[src/rtl/hpdl1414_scanner.sv]
// hpdl1414_scanner: continuously copies the 16-entry character memory into four
// chained HPDL-1414 displays and generates the caret blink strobe.
module hpdl1414_scanner #(
  parameter int SETUP_CYCLES = 2,
  parameter int PULSE_CYCLES = 4,
  parameter int HOLD_CYCLES  = 2,
  parameter int REFRESH_DIV  = 50000,
  parameter int BLINK_DIV    = 2500000
) (
  input  logic       i_clk,
  input  logic       i_rst_n,
  input  logic       i_enable,
  output logic       o_read_enable,
  output logic [3:0] o_read_address,
  input  logic [7:0] i_read_data,
  output logic       o_caret_strobe,
  output logic [6:0] o_disp_data,
  output logic [1:0] o_disp_addr,
  output logic [3:0] o_disp_wr_n
);

  localparam logic [2:0] IDLE   = 3'd0;
  localparam logic [2:0] READ   = 3'd1;
  localparam logic [2:0] LATCH  = 3'd2;
  localparam logic [2:0] SETUP  = 3'd3;
  localparam logic [2:0] STROBE = 3'd4;
  localparam logic [2:0] HOLD   = 3'd5;
  localparam logic [2:0] NEXT   = 3'd6;

  localparam int MAX_SP    = (SETUP_CYCLES > PULSE_CYCLES) ? SETUP_CYCLES : PULSE_CYCLES;
  localparam int MAX_PHASE = (MAX_SP > HOLD_CYCLES) ? MAX_SP : HOLD_CYCLES;
  localparam int PW = $clog2(MAX_PHASE + 1);
  localparam int RW = $clog2(REFRESH_DIV);
  localparam int BW = (BLINK_DIV > 1) ? $clog2(BLINK_DIV) : 1;

  localparam logic [PW-1:0] SETUP_LAST   = PW'(SETUP_CYCLES - 1);
  localparam logic [PW-1:0] PULSE_LAST   = PW'(PULSE_CYCLES - 1);
  localparam logic [PW-1:0] HOLD_LAST    = PW'(HOLD_CYCLES - 1);
  localparam logic [RW-1:0] REFRESH_LAST = RW'(REFRESH_DIV - 1);
  localparam logic [BW-1:0] BLINK_LAST   = BW'(BLINK_DIV - 1);

  logic [2:0]    state;
  logic [3:0]    index;
  logic [PW-1:0] phase;
  logic [RW-1:0] refresh_cnt;
  logic [BW-1:0] blink_cnt;
  logic          frame_pending;
  logic          frame_start;

  function automatic logic [6:0] map_char(input logic [7:0] b);
    logic [7:0] upper;
    upper = b - 8'h20;
    if (b >= 8'h20 && b <= 8'h5F)      map_char = b[6:0];
    else if (b >= 8'h61 && b <= 8'h7A) map_char = upper[6:0];
    else                               map_char = 7'h20;
  endfunction

  assign frame_start = (state == IDLE) && frame_pending && i_enable;

  // A wrap that coincides with a frame start stays pending so the tick is not lost.
  always_ff @(posedge i_clk or negedge i_rst_n) begin
    if (!i_rst_n) begin
      refresh_cnt   <= '0;
      frame_pending <= 1'b1;
    end else if (refresh_cnt == REFRESH_LAST) begin
      refresh_cnt   <= '0;
      frame_pending <= 1'b1;
    end else begin
      refresh_cnt <= refresh_cnt + RW'(1);
      if (frame_start) frame_pending <= 1'b0;
    end
  end

  always_ff @(posedge i_clk or negedge i_rst_n) begin
    if (!i_rst_n) begin
      blink_cnt      <= '0;
      o_caret_strobe <= 1'b1;
    end else if (blink_cnt == BLINK_LAST) begin
      blink_cnt      <= '0;
      o_caret_strobe <= ~o_caret_strobe;
    end else begin
      blink_cnt <= blink_cnt + BW'(1);
    end
  end

  always_ff @(posedge i_clk or negedge i_rst_n) begin
    if (!i_rst_n) begin
      state       <= IDLE;
      index       <= '0;
      phase       <= '0;
      o_disp_data <= '0;
      o_disp_addr <= '0;
    end else begin
      case (state)
        IDLE:  if (frame_start) state <= READ;
        READ:  state <= LATCH;
        LATCH: begin
          // HPDL digit 0 is the rightmost, so index 0 lands on digit 3.
          o_disp_data <= map_char(i_read_data);
          o_disp_addr <= ~index[1:0];
          phase       <= '0;
          state       <= SETUP;
        end
        SETUP: begin
          if (phase == SETUP_LAST) begin
            phase <= '0;
            state <= STROBE;
          end else begin
            phase <= phase + PW'(1);
          end
        end
        STROBE: begin
          if (phase == PULSE_LAST) begin
            phase <= '0;
            state <= HOLD;
          end else begin
            phase <= phase + PW'(1);
          end
        end
        HOLD: begin
          if (phase == HOLD_LAST) begin
            phase <= '0;
            state <= NEXT;
          end else begin
            phase <= phase + PW'(1);
          end
        end
        NEXT: begin
          if (index == 4'd15 || !i_enable) begin
            index <= '0;
            state <= IDLE;
          end else begin
            index <= index + 4'd1;
            state <= READ;
          end
        end
        default: state <= IDLE;
      endcase
    end
  end

  // Strobe decoded from state so an async reset releases it immediately.
  assign o_disp_wr_n    = (state == STROBE) ? ~(4'b0001 << index[3:2]) : 4'hF;
  assign o_read_enable  = (state == READ);
  assign o_read_address = index;

endmodule

[config.mk]
export PLATFORM = sky130hd
export DESIGN_NAME = hpdl1414_scanner
export DESIGN_NICKNAME = d
export VERILOG_FILES = /design/src/rtl/hpdl1414_scanner.sv
export SDC_FILE = /design/constraint.sdc
export NUM_CORES = 1
export LEC_CHECK = 0
export BUFFER_PORTS_ARGS = -buffer_cell sky130_fd_sc_hd__buf_2
export CELL_PAD_IN_SITES_DETAIL_PLACEMENT = 1
export CELL_PAD_IN_SITES_GLOBAL_PLACEMENT = 2
export CORE_UTILIZATION = 34
export CTS_BUF_LIST = sky130_fd_sc_hd__clkbuf_8
export DETAILED_ROUTE_END_ITERATION = 10
export GPL_TIMING_DRIVEN = 0
export HOLD_SLACK_MARGIN = 0.15
export PLACE_DENSITY = 0.74
export RECOVER_POWER = 100
export SYNTH_ARGS = -nofsm -noshare
export SYNTH_HDL_FRONTEND = slang
export SYNTH_SLANG_ARGS = --single-unit
[constraint.sdc]
create_clock -name i_clk -period 2.1 [get_ports i_clk]
set_input_delay 0.105 -clock i_clk [delete_from_list [all_inputs] [get_ports i_clk]]
set_output_delay 0.105 -clock i_clk [all_outputs]
set_load 0.01 [all_outputs]
After elaboration in Yosys (flattened, before gate mapping)
Cells that the tools add are included.
{"block": "totals", "inputBits": 11, "register_bits": 59, "out_inout_bits": 19}
{"block": "op_classes", "order_cmp": 4, "bitwise_logic": 3, "n_mux": 17, "shifts": 1, "n_reduce_logical": 11, "n_addsub": 5, "eq_ne": 15}
{"operator": "adder 22 x 1 -> 22 bit (second input constant)", "n": 1}
{"operator": "equality test 22 bit (second input constant)", "n": 1}
{"operator": "two-way mux 22 bit", "n": 1}
{"operator": "case mux 3 bit (7 select lines)", "n": 1}
{"operator": "two-way mux 3 bit", "n": 6}
{"operator": "adder 16 x 1 -> 16 bit (second input constant)", "n": 1}
{"operator": "equality test 16 bit (second input constant)", "n": 1}
{"operator": "<= comparator 8 x 7 -> 1 bit (second input constant)", "n": 2}
{"operator": "two-way mux 16 bit", "n": 1}
{"operator": "two-way mux 7 bit", "n": 2}
{"operator": "equality test 3 x 2 -> 1 bit (second input constant)", "n": 3}
{"operator": "equality test 3 bit (second input constant)", "n": 3}
{"operator": "case mux 3 bit (3 select lines)", "n": 1}
{"operator": ">= comparator 8 x 6 -> 1 bit (second input constant)", "n": 1}
{"operator": ">= comparator 8 x 7 -> 1 bit (second input constant)", "n": 1}
{"operator": "two-way mux 4 bit", "n": 2}
{"operator": "inequality test 2 bit (second input constant)", "n": 4}
{"operator": "subtractor 7 x 6 -> 7 bit (second input constant)", "n": 1}
{"operator": "equality test 3 x 1 -> 1 bit (second input constant)", "n": 2}
{"operator": "adder 4 x 1 -> 4 bit (second input constant)", "n": 1}
{"operator": "equality test 4 bit (second input constant)", "n": 1}
{"operator": "logical AND 1 bit", "n": 4}
{"operator": "inverter 4 bit", "n": 1}
{"operator": "AND reduction 4 bit", "n": 1}
{"operator": "other kinds (11)", "n": 13}

Logic depth before layout (Yosys ltp)
{"block": "depth", "ltp_word": 5, "depth_mapped": 6, "ltp_nobuf": 6}

Worst setup path after synthesis
No wires, ideal clock.
{"block": "synth_path", "path_kind": "register to register", "startpoint": "register state[1]", "endpoint": "register o_disp_data[6]", "arrival_ps": 1440, "path_slack_ps": 567, "synth_period_minus_slack_ps": 1533, "required_time_ps": 2007, "path_stages_with_launch": 6, "path_cell_list": "dfrtp_1 -> buf_2 -> or3b_4 -> or3b_4 -> a2bb2oi_1 -> o31ai_2"}
{"block": "synth_via", "elab_chain_cells": 1}
{"element": "from (decl)", "line_no": "42", "text": "logic [2:0] state;"}
{"element": "from (signal assigned)", "line_no": "88", "text": "state <= IDLE;"}
{"element": "from (signal assigned)", "line_no": "95", "text": "IDLE: if (frame_start) state <= READ;"}
{"element": "from (signal assigned)", "line_no": "96", "text": "READ: state <= LATCH;"}
{"element": "equality test 3 x 2 -> 1 bit", "line_no": "94", "text": "case (state)"}
{"element": "to (signal assigned)", "line_no": "99", "text": "o_disp_data <= map_char(i_read_data);"}
{"element": "to (decl)", "line_no": "17", "text": "output logic [6:0] o_disp_data,"}
No other way between the ends.
A chain may end at the register's enable or synchronous reset.

Worst setup path in the final report
{"block": "layout_path", "startpoint": "register state[0]", "endpoint": "output port o_disp_wr_n[0]"}
{"block": "layout_via", "elab_chain_cells": 2}
{"element": "equality test 3 bit", "line_no": "143", "text": "assign o_disp_wr_n = (state == STROBE) ? ~(4'b0001 << index[3:2]) : 4'hF;"}
{"element": "two-way mux 4 bit", "line_no": "143"}
{"element": "to (decl)", "line_no": "19", "text": "output logic [3:0] o_disp_wr_n"}
No other way between the ends.

==> summary.md <==
| Metric | Value |
|---|---|
| Leak Pwr | `1.59 nW` |
| Register bit count reported by yosys | `59` |
| Synthesis warning total | `0` |
| Total negative setup slack | `0 ns` |
| Number of DRC violations after detailed-routing iteration 0 | `100` |
| Slew at the pin closest to its max-slew limit | `1.52 ns` |
| Data required time of the critical path | `2.00 ns` |
| Share of post-route cells with drive strength above 1 | `12.2%` |
| Slowest Stage Delay on Critical Path | `0.40 ns` |
| Synthesized area | `3040 um2` |
| Area overhead of the layout relative to synthesis | `18.9%` |
| Run status | `finished, violations left` |
| Arrival time reported for the critical path endpoint | `1.82 ns` |
| Max cap viols | `1` |
| Unrepaired setup endpoints after global routing | `no` |
| Final-layout fill cell count | `1013` |
| Most frequent cell after synthesis | `sky130_fd_sc_hd__dfrtp_1` |
| Via count | `2357` |
| Final slew viol count | `60` |
| Number of global-route vias before repair | `2444` |
| Clock transition time at the flip-flop clock pins of the worst setup and hold paths | `0.07 ns` |
| CTS tree | `built` |
| Crit-path most repeated cell | `sky130_fd_sc_hd__clkbuf_1` |
| Shortest period the worst path allows | `1.92 ns` |
| Port bufs | `29` |
| Worst min-delay path category | `in -> reg` |
| Wire length per cell | `14.8 um` |
| Count of distinct cell types in the synthesized netlist | `54` |
| # nets final | `367` |
| Wire length of the first global-routing pass | `11600 um` |
| Final worst-path cycle share | `91.7%` |
| Clk sink count | `59` |
| Die Area | `9320 um2` |
| Antenna violations before repair | `0` |
| Routed via count divided by cell count | `5.12` |
| Maximum root-to-sink buffer count | `2` |
| Die extent in y | `96.5 um` |
| Count of unresolved DRC violations after routing | `0` |
| Number of nets produced by synthesis | `318` |
| Clock root buffer master | `sky130_fd_sc_hd__clkbuf_8` |
| Kind of start point of the critical path | `register` |
| Share of synthesized flip-flops with an asynchronous set or reset | `100%` |
| Number of diodes | `0` |
| Count of flip-flops with a built-in enable after synthesis | `0` |
| Sequence of cells on the critical path | `clkbuf_1 -> nor3_2 -> or3b_1 -> clkbuf_1` |
| Horizontal extent of the die | `96.5 um` |
| Critical path fanouts, max | `10` |
| Final wirelength | `6790 um` |
| Number of CTS-inserted buffers | `9` |
| Max Freq | `520 MHz` |
| Final weighted congestion in routability-driven placement | `0.705` |
| Utilization after layout | `41.6%` |
| Number of ports placed on the die boundary | `30` |
| Part of the Yosys area used for sequential elements | `48.7%` |
| Final worst clock skew | `0.00907 ns` |
| Total count of hold-check failures in the final report | `0` |
| Overflow left after global routing | `0` |
| Worst-skew pair later-pin latency | `0.32 ns` |
| Worst rel slew slack | `-1.01%` |
| Number of levels in the clock H-tree | `3` |
| Violated checks | `capacitance limit, slew limit` |
| Main synth FF type | `sky130_fd_sc_hd__dfrtp_1` |
| Synth top area cells | `sky130_fd_sc_hd__dfrtp_1, sky130_fd_sc_hd__xnor2_1, sky130_fd_sc_hd__ha_1` |
| Synthesized instance count | `298` |
| Final setup violation count | `0` |
| CP max-delay cell | `sky130_fd_sc_hd__dfrtp_1` |
| Gr usage total | `16.2%` |
| Count of nets left with antenna violations after detail routing | `0` |
| Cell Rows | `34` |
| Post-synthesis average cell area | `10.2 um2` |
| Initial cell density of the core | `35.0%` |
| Max IR drop VDD | `0.259 mV` |
| Sort of element at the end of the critical path | `output pin` |
| Top-area cell type share of the netlist area | `47.0%` |
| Top cell types by occurrence after synthesis | `sky130_fd_sc_hd__dfrtp_1, sky130_fd_sc_hd__nand2_1, sky130_fd_sc_hd__nor2_1` |
| Type of the worst setup path | `reg -> out` |
| Initial DRT Pass Iterations | `4` |
| Pin count of the biggest net entering global routing | `60` |
| Half-perimeter wire length of the detailed placement result | `4660 um` |
| P per Cell Area | `976 nW/um2` |
| Floorplan Core Area | `8680 um2` |
| Biggest area consumer among synthesized cells | `sky130_fd_sc_hd__dfrtp_1` |
[final cells by class]
| class | count | area [um2] | share of cell area (%) |
|---|---|---|---|
| Sequential cell | 59 | 1480 | 41.0 |
| Inverter | 11 | 41.3 | 1.14 |
| Buffer | 9 | 37.5 | 1.04 |
| Clock buffer | 11 | 151 | 4.19 |
| Multi-Input combinational cell | 219 | 1480 | 41.0 |
| Tap cell | 108 | 135 | 3.74 |
| Timing Repair Buffer | 38 | 213 | 5.89 |
| Clock inverter | 5 | 75.1 | 2.08 |
[cell usage in the layout, fill, tap and decap left out, drive strengths merged, types with 3 or more instances in the layout]
cell / netlist / layout
o21ai: 8 / 8
inv: 11 / 11
nand3: 20 / 20
nor2: 26 / 26
nor2b: 4 / 4
a21boi: 5 / 5
or3b: 4 / 4
dlygate4sd3: 0 / 9
and3: 5 / 5
buf: 4 / 13
nand2: 29 / 29
xor2: 12 / 12
xnor2: 20 / 20
a31oi: 5 / 5
dfrtp: 57 / 57
a21oi: 4 / 4
nor3: 11 / 11
a21o: 3 / 3
ha: 9 / 9
nor4: 10 / 10
nand4: 8 / 8
and4: 4 / 4
nand3b: 3 / 3
clkinv: 0 / 3
clkbuf: 5 / 36
[stage by stage]
stage	setup WS, ns	hold WS, ns	power, mW	std cells	cell area, um2
5_1_grt	0.0199	0.197	3.79	460	3610
6_report	0.175	0.190	3.53	460	3610
3_3_place_gp	0.200	0.416	2.37	435	3320
4_1_cts	0.129	0.189	3.64	460	3640
3_5_place_dp	0.218	0.251	2.41	435	3320
2_1_floorplan	0.567	-0.191	2.07	298	3040
[state kept, by name (all words and copies together) (netlist names)]
name,flops
frame_pending,1
o_disp_addr,2
phase,3
blink_cnt,22
o_disp_data,7
o_read_address,4
state,3
o_caret_strobe,1
refresh_cnt,16
[critical path: cells and delay by family (launching register included)]
| family | cells | cell delay (ns) |
|---|---|---|
| AND/OR/NAND/NOR | 2 | 0.73 |
| buffers and inverters | 2 | 0.37 |
| flip-flops | 1 | 0.40 |
[worst paths after layout]
path	from	cells past startpoint	to	slack, ns
worst max-delay path	state[0]	4	o_disp_wr_n[0]	0.18
worst min-delay path	i_read_data[0]	3	o_disp_data[0]	0.19
worst max register to register	state[1]	6	o_disp_data[0]	0.20
worst min register to register	refresh_cnt[0]	1	refresh_cnt[0]	0.49
max in group asynchronous	i_rst_n	2	blink_cnt[11]	0.49
min in group asynchronous	i_rst_n	2	phase[1]	0.68
[logic make-up (layout without fill, tap and decap cells)]
family          count (synthesis)  in the layout  synth area share, %
mux                             2              2                0.659
buf+inv                        20             74                 2.64
flops                          59             59                 48.7
compound gates                 44             44                 10.5
simple gates                  132            132                 24.6
fa+ha+maj                       9              9                 3.71
xor+xnor                       32             32                 9.23
[power by group]
part	switching [mW]	leakage [nW]	total [mW]	internal, mW
logic	0.558	0.711	0.910	0.352
clock network	0.457	0.119	1.18	0.728
registers	0.128	0.762	1.43	1.30
[repair_timing]
item | in CTS | in global routing
endpoints found under the hold margin | 66 | 0
setup endpoints to repair | 1 | 0
setup buffers | 0 | 0
gates resized for setup | 1 | 0
hold buffers | 9 | 0
[metal layers]
metal / global-route usage [%] / vias up / share of wire [%]
met5: 0 / - / 0
met1: 21.2 / 1155 / 49
met2: 26.6 / 30 / 48
met4: 5.88 / 0 / 0.94
li1: - / 1167 / -
met3: 2.82 / 5 / 2.8
No activity file was read; power rests on OpenSTA's default activity.
